**config.mk**
```make
export PLATFORM = sky130hd
export DESIGN_NAME = round_controller_flat
export DESIGN_NICKNAME = d
export VERILOG_FILES = /design/src/rtl/round_controller_if.sv /design/src/rtl/round_controller.sv /design/src/flat_wrapper.sv
export SDC_FILE = /design/constraint.sdc
export NUM_CORES = 1
export LEC_CHECK = 0
export ABC_CLOCK_PERIOD_IN_PS = 2400
export CORE_MARGIN = 3
export CORE_UTILIZATION = 61
export CTS_BUF_LIST = sky130_fd_sc_hd__clkbuf_2
export CTS_CLUSTER_DIAMETER = 60
export CTS_CLUSTER_SIZE = 10
export DETAILED_ROUTE_END_ITERATION = 16
export DONT_BUFFER_PORTS = 1
export GPL_ROUTABILITY_DRIVEN = 0
export PLACE_DENSITY = 0.77
export SLEW_MARGIN = 10
export SYNTH_ARGS = -nofsm -noshare
export SYNTH_HDL_FRONTEND = slang
export SYNTH_SLANG_ARGS = --single-unit
```
**constraint.sdc**
```tcl
create_clock -name Clock -period 2.4 [get_ports Clock]
set_input_delay 0.48 -clock Clock [delete_from_list [all_inputs] [get_ports Clock]]
set_output_delay 0.48 -clock Clock [all_outputs]
set_load 0.05 [all_outputs]
```
**src/rtl/round_controller_if.sv**
```systemverilog
// round_controller_if
//   Groups the player handshake, game-core operand/verdict signals and match
//   status of round_controller into one bundle.
//   slave  : the round controller (drives Ready, operands, scores, status)
//   master : players / game core / host (drive Start, guesses, Result)
//   Signals:
//     Start                      begin a match
//     P1_Guess/P1_Valid/P1_Ready player-1 guess handshake
//     P2_Guess/P2_Valid/P2_Ready player-2 guess handshake
//     Result                     game-core verdict (10 P1, 01 P2, 11 tie, 00 none)
//     First_Num/Second_Num/Target_Num  operands presented to the game core
//     Score1/Score2              match scores
//     Round_Done                 one-cycle pulse per scored round
//     Match_Over/Champion        match finished / winner (10 P1, 01 P2)
interface round_controller_if #(
  parameter int size = 6
);
  logic            Start;
  logic [size-1:0] P1_Guess;
  logic            P1_Valid;
  logic            P1_Ready;
  logic [size-1:0] P2_Guess;
  logic            P2_Valid;
  logic            P2_Ready;
  logic [1:0]      Result;
  logic [size-1:0] First_Num;
  logic [size-1:0] Second_Num;
  logic [size-1:0] Target_Num;
  logic [3:0]      Score1;
  logic [3:0]      Score2;
  logic            Round_Done;
  logic            Match_Over;
  logic [1:0]      Champion;

  modport slave (
    input  Start, P1_Guess, P1_Valid, P2_Guess, P2_Valid, Result,
    output P1_Ready, P2_Ready, First_Num, Second_Num, Target_Num,
           Score1, Score2, Round_Done, Match_Over, Champion
  );

  modport master (
    output Start, P1_Guess, P1_Valid, P2_Guess, P2_Valid, Result,
    input  P1_Ready, P2_Ready, First_Num, Second_Num, Target_Num,
           Score1, Score2, Round_Done, Match_Over, Champion
  );
endinterface

```
**src/rtl/round_controller.sv**
```systemverilog
// round_controller
//   Runs a match of guessing rounds between two players. Each round collects
//   one guess from each player, presents both guesses plus a pseudo-random
//   target to an external game core, waits Settle_Cycles for the core to
//   settle, samples its verdict once and updates the scores. The first
//   player to reach Win_Score ends the match.
//   Ports:
//     Clock  single clock, rising edge
//     Reset  synchronous, active-high
//     bus    round_controller_if.slave (handshake, operands, scores, status)
//   Parameters:
//     size           width of guesses and target
//     Settle_Cycles  cycles operands are held before Result is sampled (1..15)
//     Win_Score      score that ends the match (1..15)
module round_controller #(
  parameter int size          = 6,
  parameter int Settle_Cycles = 4,
  parameter int Win_Score     = 3
) (
  input  logic               Clock,
  input  logic               Reset,
  round_controller_if.slave  bus
);

  typedef enum logic [2:0] {
    IDLE,
    COLLECT,
    PRESENT,
    WAIT,
    SCORE,
    DONE
  } state_t;

  localparam logic [3:0]  SETTLE_LAST = 4'(Settle_Cycles - 1);
  localparam logic [3:0]  WIN         = 4'(Win_Score);
  localparam logic [3:0]  SCORE_MAX   = 4'd15;
  localparam logic [15:0] LFSR_SEED   = 16'hACE1;

  state_t          state;
  logic [15:0]     lfsr;
  logic [3:0]      wait_cnt;

  logic            p1_held;
  logic            p2_held;
  logic [size-1:0] p1_guess_q;
  logic [size-1:0] p2_guess_q;

  logic [size-1:0] first_q;
  logic [size-1:0] second_q;
  logic [size-1:0] target_q;
  logic [3:0]      score1_q;
  logic [3:0]      score2_q;
  logic            p1_ready_q;
  logic            p2_ready_q;
  logic            round_done_q;
  logic            match_over_q;
  logic [1:0]      champion_q;

  // x^16 + x^14 + x^13 + x^11 + 1, shifting left with feedback into bit 0.
  // From a non-zero seed this sequence never reaches zero.
  logic lfsr_fb;
  assign lfsr_fb = lfsr[15] ^ lfsr[13] ^ lfsr[12] ^ lfsr[10];

  // Ready is only ever high in COLLECT for a player not yet captured, so the
  // registered Ready doubles as the "accept this cycle" qualifier.
  logic p1_take;
  logic p2_take;
  logic p1_have;
  logic p2_have;
  assign p1_take = bus.P1_Valid & p1_ready_q;
  assign p2_take = bus.P2_Valid & p2_ready_q;
  assign p1_have = p1_held | p1_take;
  assign p2_have = p2_held | p2_take;

  always_ff @(posedge Clock) begin
    if (Reset) begin
      state        <= IDLE;
      lfsr         <= LFSR_SEED;
      wait_cnt     <= '0;
      p1_held      <= 1'b0;
      p2_held      <= 1'b0;
      p1_guess_q   <= '0;
      p2_guess_q   <= '0;
      first_q      <= '0;
      second_q     <= '0;
      target_q     <= '0;
      score1_q     <= '0;
      score2_q     <= '0;
      p1_ready_q   <= 1'b0;
      p2_ready_q   <= 1'b0;
      round_done_q <= 1'b0;
      match_over_q <= 1'b0;
      champion_q   <= '0;
    end else begin
      lfsr         <= {lfsr[14:0], lfsr_fb};
      round_done_q <= 1'b0;

      case (state)
        IDLE: begin
          if (bus.Start) begin
            state      <= COLLECT;
            score1_q   <= '0;
            score2_q   <= '0;
            p1_held    <= 1'b0;
            p2_held    <= 1'b0;
            p1_ready_q <= 1'b1;
            p2_ready_q <= 1'b1;
          end
        end

        COLLECT: begin
          if (p1_take) begin
            p1_guess_q <= bus.P1_Guess;
            p1_held    <= 1'b1;
          end
          if (p2_take) begin
            p2_guess_q <= bus.P2_Guess;
            p2_held    <= 1'b1;
          end
          p1_ready_q <= ~p1_have;
          p2_ready_q <= ~p2_have;
          // Leave on the same edge that captures the last outstanding guess,
          // so PRESENT is the cycle right after both guesses are held.
          if (p1_have && p2_have) begin
            state <= PRESENT;
          end
        end

        PRESENT: begin
          first_q  <= p1_guess_q;
          second_q <= p2_guess_q;
          target_q <= lfsr[size-1:0];
          wait_cnt <= '0;
          state    <= WAIT;
        end

        WAIT: begin
          if (wait_cnt == SETTLE_LAST) begin
            wait_cnt <= '0;
            state    <= SCORE;
            // The verdict is looked at on this edge only; scores and the
            // Round_Done pulse become visible during SCORE.
            case (bus.Result)
              2'b10: begin
                if (score1_q != SCORE_MAX) begin
                  score1_q <= score1_q + 4'd1;
                end
                round_done_q <= 1'b1;
              end
              2'b01: begin
                if (score2_q != SCORE_MAX) begin
                  score2_q <= score2_q + 4'd1;
                end
                round_done_q <= 1'b1;
              end
              2'b11: begin
                round_done_q <= 1'b1;
              end
              default: begin
                // No decision: round is replayed without scoring.
              end
            endcase
          end else begin
            wait_cnt <= wait_cnt + 4'd1;
          end
        end

        SCORE: begin
          if ((score1_q == WIN) || (score2_q == WIN)) begin
            state        <= DONE;
            match_over_q <= 1'b1;
            champion_q   <= (score1_q == WIN) ? 2'b10 : 2'b01;
          end else begin
            state      <= COLLECT;
            p1_held    <= 1'b0;
            p2_held    <= 1'b0;
            p1_ready_q <= 1'b1;
            p2_ready_q <= 1'b1;
          end
        end

        DONE: begin
          if (bus.Start) begin
            state        <= COLLECT;
            score1_q     <= '0;
            score2_q     <= '0;
            match_over_q <= 1'b0;
            champion_q   <= '0;
            p1_held      <= 1'b0;
            p2_held      <= 1'b0;
            p1_ready_q   <= 1'b1;
            p2_ready_q   <= 1'b1;
          end
        end

        default: begin
          state <= IDLE;
        end
      endcase
    end
  end

  assign bus.P1_Ready   = p1_ready_q;
  assign bus.P2_Ready   = p2_ready_q;
  assign bus.First_Num  = first_q;
  assign bus.Second_Num = second_q;
  assign bus.Target_Num = target_q;
  assign bus.Score1     = score1_q;
  assign bus.Score2     = score2_q;
  assign bus.Round_Done = round_done_q;
  assign bus.Match_Over = match_over_q;
  assign bus.Champion   = champion_q;

endmodule

```
**src/flat_wrapper.sv**
```systemverilog
// flat-port wrapper written by rule: the top's interface ports become plain ports
module round_controller_flat 
#(
  parameter int size          = 6,
  parameter int Settle_Cycles = 4,
  parameter int Win_Score     = 3
)
  (Clock, Reset, bus_Start, bus_P1_Guess, bus_P1_Valid, bus_P2_Guess, bus_P2_Valid, bus_Result, bus_P1_Ready, bus_P2_Ready, bus_First_Num, bus_Second_Num, bus_Target_Num, bus_Score1, bus_Score2, bus_Round_Done, bus_Match_Over, bus_Champion);
  round_controller_if #(.size(size)) bus_i ();
  input  logic Clock;
  input  logic Reset;
  input wire logic [$bits(bus_i.Start)-1:0] bus_Start;
  input wire logic [$bits(bus_i.P1_Guess)-1:0] bus_P1_Guess;
  input wire logic [$bits(bus_i.P1_Valid)-1:0] bus_P1_Valid;
  input wire logic [$bits(bus_i.P2_Guess)-1:0] bus_P2_Guess;
  input wire logic [$bits(bus_i.P2_Valid)-1:0] bus_P2_Valid;
  input wire logic [$bits(bus_i.Result)-1:0] bus_Result;
  output wire logic [$bits(bus_i.P1_Ready)-1:0] bus_P1_Ready;
  output wire logic [$bits(bus_i.P2_Ready)-1:0] bus_P2_Ready;
  output wire logic [$bits(bus_i.First_Num)-1:0] bus_First_Num;
  output wire logic [$bits(bus_i.Second_Num)-1:0] bus_Second_Num;
  output wire logic [$bits(bus_i.Target_Num)-1:0] bus_Target_Num;
  output wire logic [$bits(bus_i.Score1)-1:0] bus_Score1;
  output wire logic [$bits(bus_i.Score2)-1:0] bus_Score2;
  output wire logic [$bits(bus_i.Round_Done)-1:0] bus_Round_Done;
  output wire logic [$bits(bus_i.Match_Over)-1:0] bus_Match_Over;
  output wire logic [$bits(bus_i.Champion)-1:0] bus_Champion;
  assign bus_i.Start = bus_Start;
  assign bus_i.P1_Guess = bus_P1_Guess;
  assign bus_i.P1_Valid = bus_P1_Valid;
  assign bus_i.P2_Guess = bus_P2_Guess;
  assign bus_i.P2_Valid = bus_P2_Valid;
  assign bus_i.Result = bus_Result;
  assign bus_P1_Ready = bus_i.P1_Ready;
  assign bus_P2_Ready = bus_i.P2_Ready;
  assign bus_First_Num = bus_i.First_Num;
  assign bus_Second_Num = bus_i.Second_Num;
  assign bus_Target_Num = bus_i.Target_Num;
  assign bus_Score1 = bus_i.Score1;
  assign bus_Score2 = bus_i.Score2;
  assign bus_Round_Done = bus_i.Round_Done;
  assign bus_Match_Over = bus_i.Match_Over;
  assign bus_Champion = bus_i.Champion;
  round_controller #(.size(size), .Settle_Cycles(Settle_Cycles), .Win_Score(Win_Score)) u_core (.Clock(Clock), .Reset(Reset), .bus(bus_i));
endmodule
```
# Word level (Yosys, flattened, before mapping)

Cells that the tools add are included.

Register bits: 69
Logic and storage cells: 108

Add/sub/neg operators: 3
Equality and inequality tests: 25
Multiplexer cells: 33
Bitwise logic cells: 11
Reduce and logical (&&, ||, !) cells: 19

Operators by type and width:

| cell                | count |
|---|---|
| $mux 4              | 8 |
| $pmux 4 s2          | 3 |
| $ne 2x1->1 const B  | 8 |
| $pmux 3 s5          | 1 |
| $add 4x1->4 const B | 3 |
| $eq 4x2->1 const B  | 3 |
| $mux 3              | 4 |
| $pmux 1 s3          | 4 |
| $reduce_and 5->1    | 2 |
| $reduce_and 3->1    | 3 |
| $mux 1              | 8 |
| $ne 2x2->1 const B  | 4 |
| $ne 4x4->1 const B  | 2 |
| $reduce_and 4->1    | 2 |
| $eq 3x2->1 const B  | 2 |
| $eq 3x3->1 const B  | 2 |
| $mux 2              | 3 |
| $reduce_bool 2->1   | 3 |
| $reduce_or 3->1     | 2 |
| $eq 2x2->1 const B  | 2 |
| $not 1->1           | 4 |
| $pmux 2 s2          | 1 |
| $reduce_and 2->1    | 2 |
| $eq 3x1->1 const B  | 1 |
| other kinds (10)    | 14 |

# Longest topological paths before layout

Gate-level depths: netlist (run 1).

Depth in word-level cells: 5
Depth in mapped cells: 7

# Least setup slack after synthesis (run 1)

Ideal clock, no wire load.

Kind: register -> register
Start: register u_core.score1_q[0], in the netlist u_core.bus.Score1[0]
End: register u_core.p1_held
Setup time: 115 ps
Arrival: 1993 ps
Slack: 292 ps
Cell stages (with the launch flop): 7
Buffers on the path: 0
Cell sequence: dfxtp_1 -> ha_1 -> or3b_2 -> a21oi_2 -> nor3_1 -> a21boi_0 -> o21a_1

Cells in the longest elaborated chain, start to end: 4

Ends and longest elaborated chain:

| item                       | RTL line                | RTL |
|---|---|---|
| from (decl)                | round_controller.sv:51  | `logic [3:0] score1_q;` |
| from (signal assigned)     | round_controller.sv:146 | `score1_q <= score1_q + 4'd1;` |
| $eq 4x2->1                 | round_controller.sv:169 | `if ((score1_q == WIN) \|\| (score2_q == WIN)) begin` |
| $logic_or 1x1->1           | round_controller.sv:169 |  |
| $ne 2x2->1 (no line)       | -                       |  |
| $reduce_and 4->1 (no line) | -                       |  |
| to (signal assigned)       | round_controller.sv:114 | `p1_held <= 1'b1;` |
| to (signal assigned)       | round_controller.sv:175 | `p1_held <= 1'b0;` |
| to (signal assigned)       | round_controller.sv:189 | `p1_held <= 1'b0;` |
| to (decl)                  | round_controller.sv:43  | `logic p1_held;` |

No other way between the ends.
A chain may end at the register's enable or synchronous reset.

# Worst setup path after layout (run 1)

Start: register u_core.state[2]
End: register u_core.score2_q[3], in the netlist u_core.bus.Score2[3]

Cells in the longest elaborated chain, start to end: 4
Elaborated cells between the ends (all ways): 11
Those cells by class: eq/ne (6); mux (1); reduce/logical (4)

Ends and longest elaborated chain:

| item                                                      | RTL line                | RTL |
|---|---|---|
| from (decl)                                               | round_controller.sv:39  | `state_t state;` |
| from (signal assigned)                                    | round_controller.sv:77  | `state <= IDLE;` |
| from (signal assigned)                                    | round_controller.sv:101 | `state <= COLLECT;` |
| from (signal assigned)                                    | round_controller.sv:125 | `state <= PRESENT;` |
| $eq 3x3->1 or $logic_not 3->1 (tied branches)             | round_controller.sv:98  | `case (state)` |
| $reduce_or 2->1 (no line)                                 | -                       |  |
| $ne 2x1->1 (no line) or $reduce_bool 2->1 (tied branches) | -                       |  |
| $reduce_and 5->1 (no line)                                | -                       |  |
| to (signal assigned)                                      | round_controller.sv:152 | `score2_q <= score2_q + 4'd1;` |
| to (decl)                                                 | round_controller.sv:52  | `logic [3:0] score2_q;` |

Parallel ways exist; a longest one is shown, timed or not.

==> out/summary.md, run 1 <==
For the number of max-capacitance violations reported, the log shows 0. For the number of warnings reported in the yosys synthesis log, the log shows 0. The run gives 2570 ps as the arrival time at the worst endpoint.

The floorplan core area is 4140 um^2, and the depth of the worst register-to-register path is 5. In the routed design, unresolved DRC markers number 0. For the pin with the worst max-slew slack, the measured transition is 687 ps. The register bit count reported by yosys works out to 69.

The initial standard-cell utilization of the core is 65.5%. Total number of cells along the worst setup path: 5. The gate family responsible for the most delay along the worst path is simple AND/OR/NAND/NOR gates. After clock tree synthesis, the clock-pin slew on the worst setup and hold paths is 170 ps. Most common cell in the synthesized netlist: sky130_fd_sc_hd__dfxtp_1. Critical path required time: 2830 ps.

On the critical path, the stage with the largest delay is an instance of sky130_fd_sc_hd__dfxtp_1. Dividing the detail-routed wire length by the instance count gives 15.3 um. The flow ran to the end, and the final reports show no timing, DRC or antenna violations.

The run gives 2.86 mW as the total power of the final layout. Of the synthesized area, sequential elements account for 50.9%. The post-route clock period utilization came out at 89.1%. The number of clock buffers added by TritonCTS is 9. Counting the fill cells in the layout gives 326. After floorplanning, the core was divided into 23 placement rows. Summed over all failing endpoints, the final setup total negative slack is 0 ps. The kind of critical path is reg2reg. The final antenna diode count came out at 0. The first global-routing pass estimated 9380 um of wire.

In the final layout, the multi-input gates occupy 1260 um^2. The instance count of the mapped netlist was 298. The pre-antenna-repair detailed-routing pass consisted of 4 iterations. Wire segments on met2 add up to 2610 um in the final route. After detailed routing, the number of vias per cell comes to 5.73. STA classifies the critical path startpoint as a flip-flop. Global routing finished with a remaining overflow of 0. For the area used by sequential logic in the layout, the log shows 1380 um^2. The most used flip-flop cell after synthesis is sky130_fd_sc_hd__dfxtp_1.

The logs give 604 uV for the worst vdd rail ir drop and 2720 um^2 for the cell area after synthesis. In this run the worst path has a maximum fanout of 16. For the routed metal-1 wirelength, the log shows 2400 um.

The library cell used as clock root buffer was sky130_fd_sc_hd__clkbuf_2. Of all flip-flops after synthesis, the portion carrying an async set or reset was 0%. The detail route stage leaves a number of antenna-violating nets equal to 0. The detailed router used layers up to and including met4.

Counting along the longest clock path gives a buffer depth of 2. Summed over all nets, the half-perimeter wirelength after detailed placement is 3590 um. The source-to-sink clock delay at the later pin of the worst-skew pair came out at 500 ps. For the final database, setup skew stands at 24.2 ps. The power density relative to cell area is 951 nW/um^2. Each instance of the synthesized netlist takes up on average 9.11 um^2.

After the first detailed-routing iteration, the DRC count stood at 82. Gates resized during post-CTS repair numbered 0. For the maximum number of pins on one net before global-route repair, the log shows 48. The worst register-to-register path begins at u_core.state[2]. The endpoint identified for the worst register-to-register timing path is u_core.bus.Score2[3].

The synthesized net count was 320; the initial antenna violation count was 0. Static timing analysis puts the maximum clock frequency at 0.468 GHz. The startpoint identified for the worst hold timing path is Reset. The full die area is 5290 um^2. sky130_fd_sc_hd__dfxtp_1 takes more of the synthesized area than any other cell.

In the global route stage, overall resource usage came out at 23.3%. Via count of the first global-routing pass: 2,059. The largest stage delay on the critical path works out to 710 ps.

The worst register-to-register path has a setup slack of 260 ps. In the synthesized netlist, the cells that appear most often are 69 x sky130_fd_sc_hd__dfxtp_1, 45 x sky130_fd_sc_hd__nand2_1, 29 x sky130_fd_sc_hd__nor2_1, 26 x sky130_fd_sc_hd__a21oi_1. The final count of hold timing violations is 0. For the count of H-tree levels built during CTS, the log shows 3. The routed design uses 392 um of met3 wire.

The critical path capture point was u_core.bus.Score2[3]. Tracing the worst setup path back leads to its startpoint at u_core.state[2]. For the top-level I/O count, the log shows 51. By area the synthesized netlist is led by sky130_fd_sc_hd__dfxtp_1 51%, sky130_fd_sc_hd__nand2_1 6.2%, sky130_fd_sc_hd__mux2i_1 5.2%.

The run gives 0 as the number of pins exceeding their max-slew limit in the final report. Vertical extent of the die: 72.7 um. The number of buffers inserted by port buffering is 0, and the cell depth of the worst min-delay path is 1. The net total in the final layout came out at 331. The minimum period implied by the final worst setup slack is 2140 ps, and the area added between synthesis and finish is 10.6%.

Headroom to the max-slew limit came out at 54.0%. The tools report the standby leakage power as 1.12 nW. TritonCTS built the clock tree. The critical path goes through nand4b_1, a22oi_4, o21ai_2, or4_1, a21oi_1. The routed layout has 2,080 vias. Setup repair after global routing left no endpoint under its margin. The synthesized design devotes to its leading area cell type 50.9% of total area. The number of different library cells in the post-synthesis netlist is 42, and the share of cells above drive strength 1 is 15.0%.

For this block, the routed nets add up to 5570 um of wire. Counting flops with a built-in enable in the synthesized netlist gives 0. The tightest min-delay check is of the in2reg type. Counting every sink on the clock net gives 69. The die is 72.7 um wide.

The category of the worst setup path capture point was a flip-flop. Setup violations remaining at the end of the flow were counted as 0. The number of buffers and inverters on the critical path is 0.
## where the power goes
| group | leakage [nW] | internal [mW] | switching [mW] |
|---|---|---|---|
| Sequential | 0.562 | 1.24 | 0.168 |
| Combinational | 0.462 | 0.218 | 0.378 |
| Clock | 0.0919 | 0.446 | 0.405 |
## cells by family (layout without fill, tap and decap cells)
kind of cell	after synthesis	count (layout)	synth area share, %
AND/OR/NAND/NOR	132	132	24.8
flip-flops	69	69	50.9
buffers and inverters	18	33	2.67
adder cells (fa/ha/maj)	3	3	1.38
XOR/XNOR	4	4	1.29
multiplexers	14	14	5.16
AO/OA/AOI/OAI	58	58	13.8
## worst reg2reg max path: stages (launching register included)
cell and delay [ps]:
sky130_fd_sc_hd__dfxtp_1 710, sky130_fd_sc_hd__nand4b_1 360, sky130_fd_sc_hd__a22oi_4 250, sky130_fd_sc_hd__o21ai_2 120, sky130_fd_sc_hd__or4_1 470, sky130_fd_sc_hd__a21oi_1 170
## registers in the layout, summed over array words and instances (netlist names), 3 cells and up
register / cells
u_core.p2_guess_q: 6
u_core.wait_cnt: 4
u_core.bus.Score1: 4
u_core.bus.Target_Num: 6
u_core.bus.Second_Num: 6
u_core.bus.Score2: 4
u_core.p1_guess_q: 6
u_core.state: 3
u_core.bus.First_Num: 6
u_core.lfsr: 16
## through the flow
stage	cells	utilization (%)	hold slack, ps	worst slack (ps)	cell area (um^2)
2_1_floorplan	298	-	389	292	2720
5_1_grt	363	72.5	0.263	46.1	3000
3_5_place_dp	345	67.7	396	344	2810
6_report	363	72.5	43.8	261	3000
3_3_place_gp	345	67.7	392	402	2810
4_1_cts	362	72.0	2.84	287	2980
## final cells by class
type                    instances  share of cell area, %
clock inverters                 6                   3.75
inverters                       3                  0.375
multi-input cells             211                   42.0
repair buffers                 15                   4.33
well taps                      50                   2.08
flip-flops and latches         69                   46.0
clock buffers                   9                   1.50
## worst min-delay path by stage
stage | end | slack [ps]
after CTS | u_core.p2_guess_q[0] | 3
after detailed placement | u_core.lfsr[7] | 400
final | u_core.bus.Score2[3] | 40
after global routing | u_core.bus.Score1[2] | 0.3
after global placement | u_core.lfsr[15] | 390
after floorplan | u_core.lfsr[10] | 390
## metal layers
layer	up-vias	track usage [%]
li1	1048	-
met1	952	28.0
met2	66	36.5
met3	14	7.71
met4	0	12.9
met5	-	0
## timing repair
| item | 4_1_cts | 5_1_grt |
|---|---|---|
| endpoints found under the hold margin | 17 | 34 |
| buffers inserted | 0 | 0 |
| hold buffers | 2 | 1 |
## layout by cell type (no fill, tap or decap), types with 2 or more instances in the layout
cell / synthesis / final
sky130_fd_sc_hd__nand2b_1: 4 / 4
sky130_fd_sc_hd__dfxtp_1: 69 / 69
sky130_fd_sc_hd__or4_1: 2 / 2
sky130_fd_sc_hd__bufinv_16: 0 / 3
sky130_fd_sc_hd__nor2b_1: 14 / 14
sky130_fd_sc_hd__o21ai_2: 2 / 2
sky130_fd_sc_hd__clkbuf_2: 0 / 9
sky130_fd_sc_hd__nor2_1: 29 / 29
sky130_fd_sc_hd__mux2i_1: 14 / 14
sky130_fd_sc_hd__or3b_2: 3 / 3
sky130_fd_sc_hd__ha_1: 3 / 3
sky130_fd_sc_hd__or2_2: 8 / 8
sky130_fd_sc_hd__a31oi_1: 4 / 4
sky130_fd_sc_hd__nor3_1: 4 / 4
sky130_fd_sc_hd__nor3b_1: 2 / 2
sky130_fd_sc_hd__a21boi_0: 2 / 2
sky130_fd_sc_hd__and3b_1: 3 / 3
sky130_fd_sc_hd__nand3_1: 6 / 6
sky130_fd_sc_hd__o21a_1: 2 / 2
sky130_fd_sc_hd__buf_4: 0 / 12
sky130_fd_sc_hd__dlygate4sd3_1: 0 / 2
sky130_fd_sc_hd__nand2_1: 45 / 45
sky130_fd_sc_hd__a21o_1: 2 / 2
sky130_fd_sc_hd__o21ai_0: 6 / 6
sky130_fd_sc_hd__nand4b_1: 3 / 3
sky130_fd_sc_hd__inv_1: 3 / 3
sky130_fd_sc_hd__nor3_2: 3 / 3
sky130_fd_sc_hd__a21oi_1: 26 / 26
sky130_fd_sc_hd__xor2_1: 3 / 3
sky130_fd_sc_hd__a211oi_1: 7 / 7
sky130_fd_sc_hd__clkinv_4: 0 / 2
Note: power is estimated with default switching activity, not from simulation.
==> run 2, diff against run 1 <==
--- a/config.mk
+++ b/config.mk
@@ -6,7 +6,7 @@
 export NUM_CORES = 1
 export LEC_CHECK = 0
 export ABC_CLOCK_PERIOD_IN_PS = 2400
-export CORE_MARGIN = 3
+export CORE_MARGIN = 2
 export CORE_UTILIZATION = 61
 export CTS_BUF_LIST = sky130_fd_sc_hd__clkbuf_2
 export CTS_CLUSTER_DIAMETER = 60
==> out/summary.md, run 2 (synthesis gave the netlist of run 1 again) <==
The tools report the least setup slack across all paths after layout as 267 ps (+5.84 ps). The minimum period implied by the final worst setup slack came out at 2130 ps (-5.84 ps). The floorplan core area is 4320 um^2 (+4.3%). The met3 capacity usage during global routing is 9.54% (+1.8 points), and the net switching share of the total power is 35.5% (+2.2 points). TritonCTS built the clock tree. The top fanout value on the critical path works out to 16 (unchanged).

The number of buffers inserted by port buffering was 0 (unchanged). The slack of the worst reg-to-reg path was 270 ps (about the same). For the post-CTS setup-driven buffer insertion count, the log shows 0 (unchanged). The final clock skew was 20.6 ps (-3.52 ps); the power density relative to cell area was 886 nW/um^2 (-6.8%). The top-level I/O count is 51 (unchanged). The post-detailed-route count of antenna-violating nets is 0 (unchanged). The standby leakage power is 1.09 nW (-2.1%). The clock tree buffer depth is 2 (unchanged), and the area added between synthesis and finish is 8.94%. Total setup violations reported at the end of the flow: 0 (unchanged). The clock transition at the registers of the reported paths works out to 180 ps (about the same). The count of H-tree levels built during CTS was 3 (unchanged); the largest stage delay on the critical path was 710 ps (about the same). The number of design-rule violations left by the first detailed-router iteration came out at 193 (+140%). The post-route clock period utilization came out at 88.9% (-0.24 points). The tools report the sequential group share of total power as 53.7% (+4.3 points). The vias per cell works out to 5.66 (-1.2%).

The share of cells above drive strength 1 was 14.6% (-0.37 points). The tools report the worst slew margin relative to its limit as 58.2% (+4.1 points). For the worst setup slack before clock tree synthesis, the log shows 368 ps (+23.3 ps). Gate family responsible for the most delay along the worst path: simple AND/OR/NAND/NOR gates.

The critical path goes through nand4b_1, a22oi_4, o21ai_2, or4_1, a21oi_1. For the switching power total, the log shows 0.930 mW (-2.2%). For the maximum clock frequency, the log shows 0.469 GHz (+0.27%).

The logs give 23.6% (-6.2 points) for the proportion of power drawn by the clock network and 331 (unchanged) for the net total in the final layout. For the source-to-sink clock delay at the later pin of the worst-skew pair, the log shows 480 ps (-20 ps). The top cell types in the final layout, fill and taps aside, are 69 x sky130_fd_sc_hd__dfxtp_1, 45 x sky130_fd_sc_hd__nand2_1, 29 x sky130_fd_sc_hd__nor2_1. The vertical extent of the die came out at 70.7 um (-2.8%). The met2 demand-to-capacity share in global routing is 33.9% (-2.6 points). The kind of critical path was reg2reg.

The layer flagged by global routing as most heavily used is met2. The depth of the worst register-to-register path works out to 5 (unchanged). The number of max-capacitance violations reported is 0 (unchanged). The core occupancy in the finished layout is 68.4% (-4.1 points). Category of the worst setup path capture point: a flip-flop. The sum of net half-perimeters after detailed placement is 3430 um (-4.3%). The aggregate global routing overflow came out at 0 (unchanged). The combined buffer and inverter count along the critical path is 0 (unchanged), and the initial antenna violation count is 0 (unchanged). The number of design rule violations left after detail routing is 0 (unchanged). The via count of the routed design was 2,073 (-0.34%). The worst vdd rail ir drop is 637 uV (+5.4%).

The critical path required time was 2820 ps (about the same). The placement row count is 24 (+4.3%). Final count of hold timing violations: 0 (unchanged). Overall die width: 70.7 um (-2.8%). For the arrival time at the worst endpoint, the log shows 2550 ps (-20 ps). The most flop-heavy register is u_core.lfsr. The endpoint identified for the worst register-to-register timing path is u_core.bus.Score2[3]. Setup repair after global routing left no endpoint under its margin.

Final antenna diode count: 0 (unchanged). Initial standard-cell utilization of the core: 62.8% (-2.7 points). The fraction of met1 tracks used by global routing was 27.9% (-0.11 points). The startpoint identified for the worst register-to-register timing path is u_core.state[2].

The slew at the pin closest to its max-slew limit is 628 ps (-59.6 ps). Start point of the worst min-delay path: Reset. The tree is rooted in a sky130_fd_sc_hd__clkbuf_2. Portion of total power attributed to combinational logic: 22.8% (+2.0 points). The maximum number of pins on one net before global-route repair came out at 69 (+44%). The first-pass iteration count of the detailed router is 4 (unchanged), and the total routing resource utilization after global routing is 22.1% (-1.2 points). The first-pass GRT wire length was 8720 um (-7.1%); the via count of the first global-routing pass was 1,932 (-6.2%).

The tools report the capture endpoint of the worst hold path as u_core.lfsr[15]. The routed wire length is 5380 um (-3.3%). The run finished with clean final reports.

The library cell used most frequently in the layout, excluding fill and tap cells, is sky130_fd_sc_hd__dfxtp_1. The clock sink total came out at 69 (unchanged). The class of the tightest hold or removal check was in2reg. The number of buffers inserted during clock tree synthesis is 9 (unchanged), and the internal power summed over all cells is 1.69 mW (-11%). The kind of launch point of the worst setup path is a flip-flop. The detail-routed net length per standard cell is 14.7 um (-4.1%), and the full die area is 5000 um^2 (-5.4%). Cell depth of the worst min-delay path: 1 (unchanged). The flip-flop count of the largest register, all copies and words added is 16 (unchanged). The slowest stage of the critical path is the sky130_fd_sc_hd__dfxtp_1 cell. The tools report the number of pins exceeding their max-slew limit in the final report as 0 (unchanged). The total negative slack for setup checks is 0 ps (unchanged).
[run 2: cell types whose count changed in the layout (fill, tap and decap cells not counted), sizes merged]
| cell | before | now |
|---|---|---|
| buf | 13 | 14 |
| clkinvlp | 0 | 1 |
| bufinv | 3 | 1 |
| clkbuf | 9 | 10 |
| clkinv | 3 | 4 |
| dlygate4sd3 | 2 | 1 |
[run 2: final cells by class]
class                      count  area [um^2]
sequential                    69         1380
fill                         364         1370
multi-input combinational    211         1260
timing repair buffer          15          135
tap                           52         65.1
clock inverter                 6         53.8
clock buffer                  10         50.0
inverter                       3         11.3
[run 2: power groups by stage]
stage	clock (mW)	combinational, mW	sequential, mW
6_report	0.617	0.596	1.41
5_1_grt	0.683	0.664	1.42
4_1_cts	0.633	0.571	1.40
3_5_place_dp	0	0.568	1.43
3_3_place_gp	0	0.561	1.43
2_1_floorplan	0	0.459	1.43
[run 2: worst register-to-register path: stages, from the launching register on]
cell and delay, ps:
sky130_fd_sc_hd__dfxtp_1 710, sky130_fd_sc_hd__nand4b_1 360, sky130_fd_sc_hd__a22oi_4 250, sky130_fd_sc_hd__o21ai_2 120, sky130_fd_sc_hd__or4_1 470, sky130_fd_sc_hd__a21oi_1 160
[run 2: how the worst max path moves through the flow]
stage,depth (start not counted),slack [ps],from,to
2_1_floorplan,6,290,u_core.bus.Score1[0],u_core.p1_held
3_3_place_gp,5,430,u_core.state[2],u_core.bus.Score2[3]
3_5_place_dp,5,370,u_core.state[2],u_core.bus.Score2[3]
4_1_cts,5,310,u_core.state[2],u_core.bus.Score2[3]
5_1_grt,5,130,u_core.state[2],u_core.bus.Score2[3]
6_report,5,270,u_core.state[2],u_core.bus.Score2[3]
[run 2: layer usage]
layer,up-vias,part of all wire (%)
met5,-,0
met4,0,1.3
met3,8,8.4
met2,70,46
met1,950,44
li1,1045,-
[run 2: per-stage QoR]
step | hold slack (ps) | total power [mW] | area [um^2] | std cells
final | 85.2 | 2.62 | 2960 | 366
after global routing | 22.8 | 2.77 | 2960 | 366
after CTS | 6.78 | 2.61 | 2920 | 364
after detailed placement | 394 | 2.00 | 2820 | 348
after global placement | 393 | 1.99 | 2820 | 348
after floorplan | 389 | 1.89 | 2720 | 298
[run 2: timing repair]
action / CTS / global route
resized for setup: 0 / 0
hold buffers: 0 / 2
endpoints found under the hold margin: 0 / 56
endpoints found under the setup margin: 0 / 0
==> run 3, diff against run 2 <==
--- a/config.mk
+++ b/config.mk
@@ -15,7 +15,7 @@
 export DONT_BUFFER_PORTS = 1
 export GPL_ROUTABILITY_DRIVEN = 0
 export PLACE_DENSITY = 0.77
-export SLEW_MARGIN = 10
+export SLEW_MARGIN = 0
 export SYNTH_ARGS = -nofsm -noshare
 export SYNTH_HDL_FRONTEND = slang
 export SYNTH_SLANG_ARGS = --single-unit
==> results of run 3 <==
Final layout, timing and power as in run 2 (identical DEF).
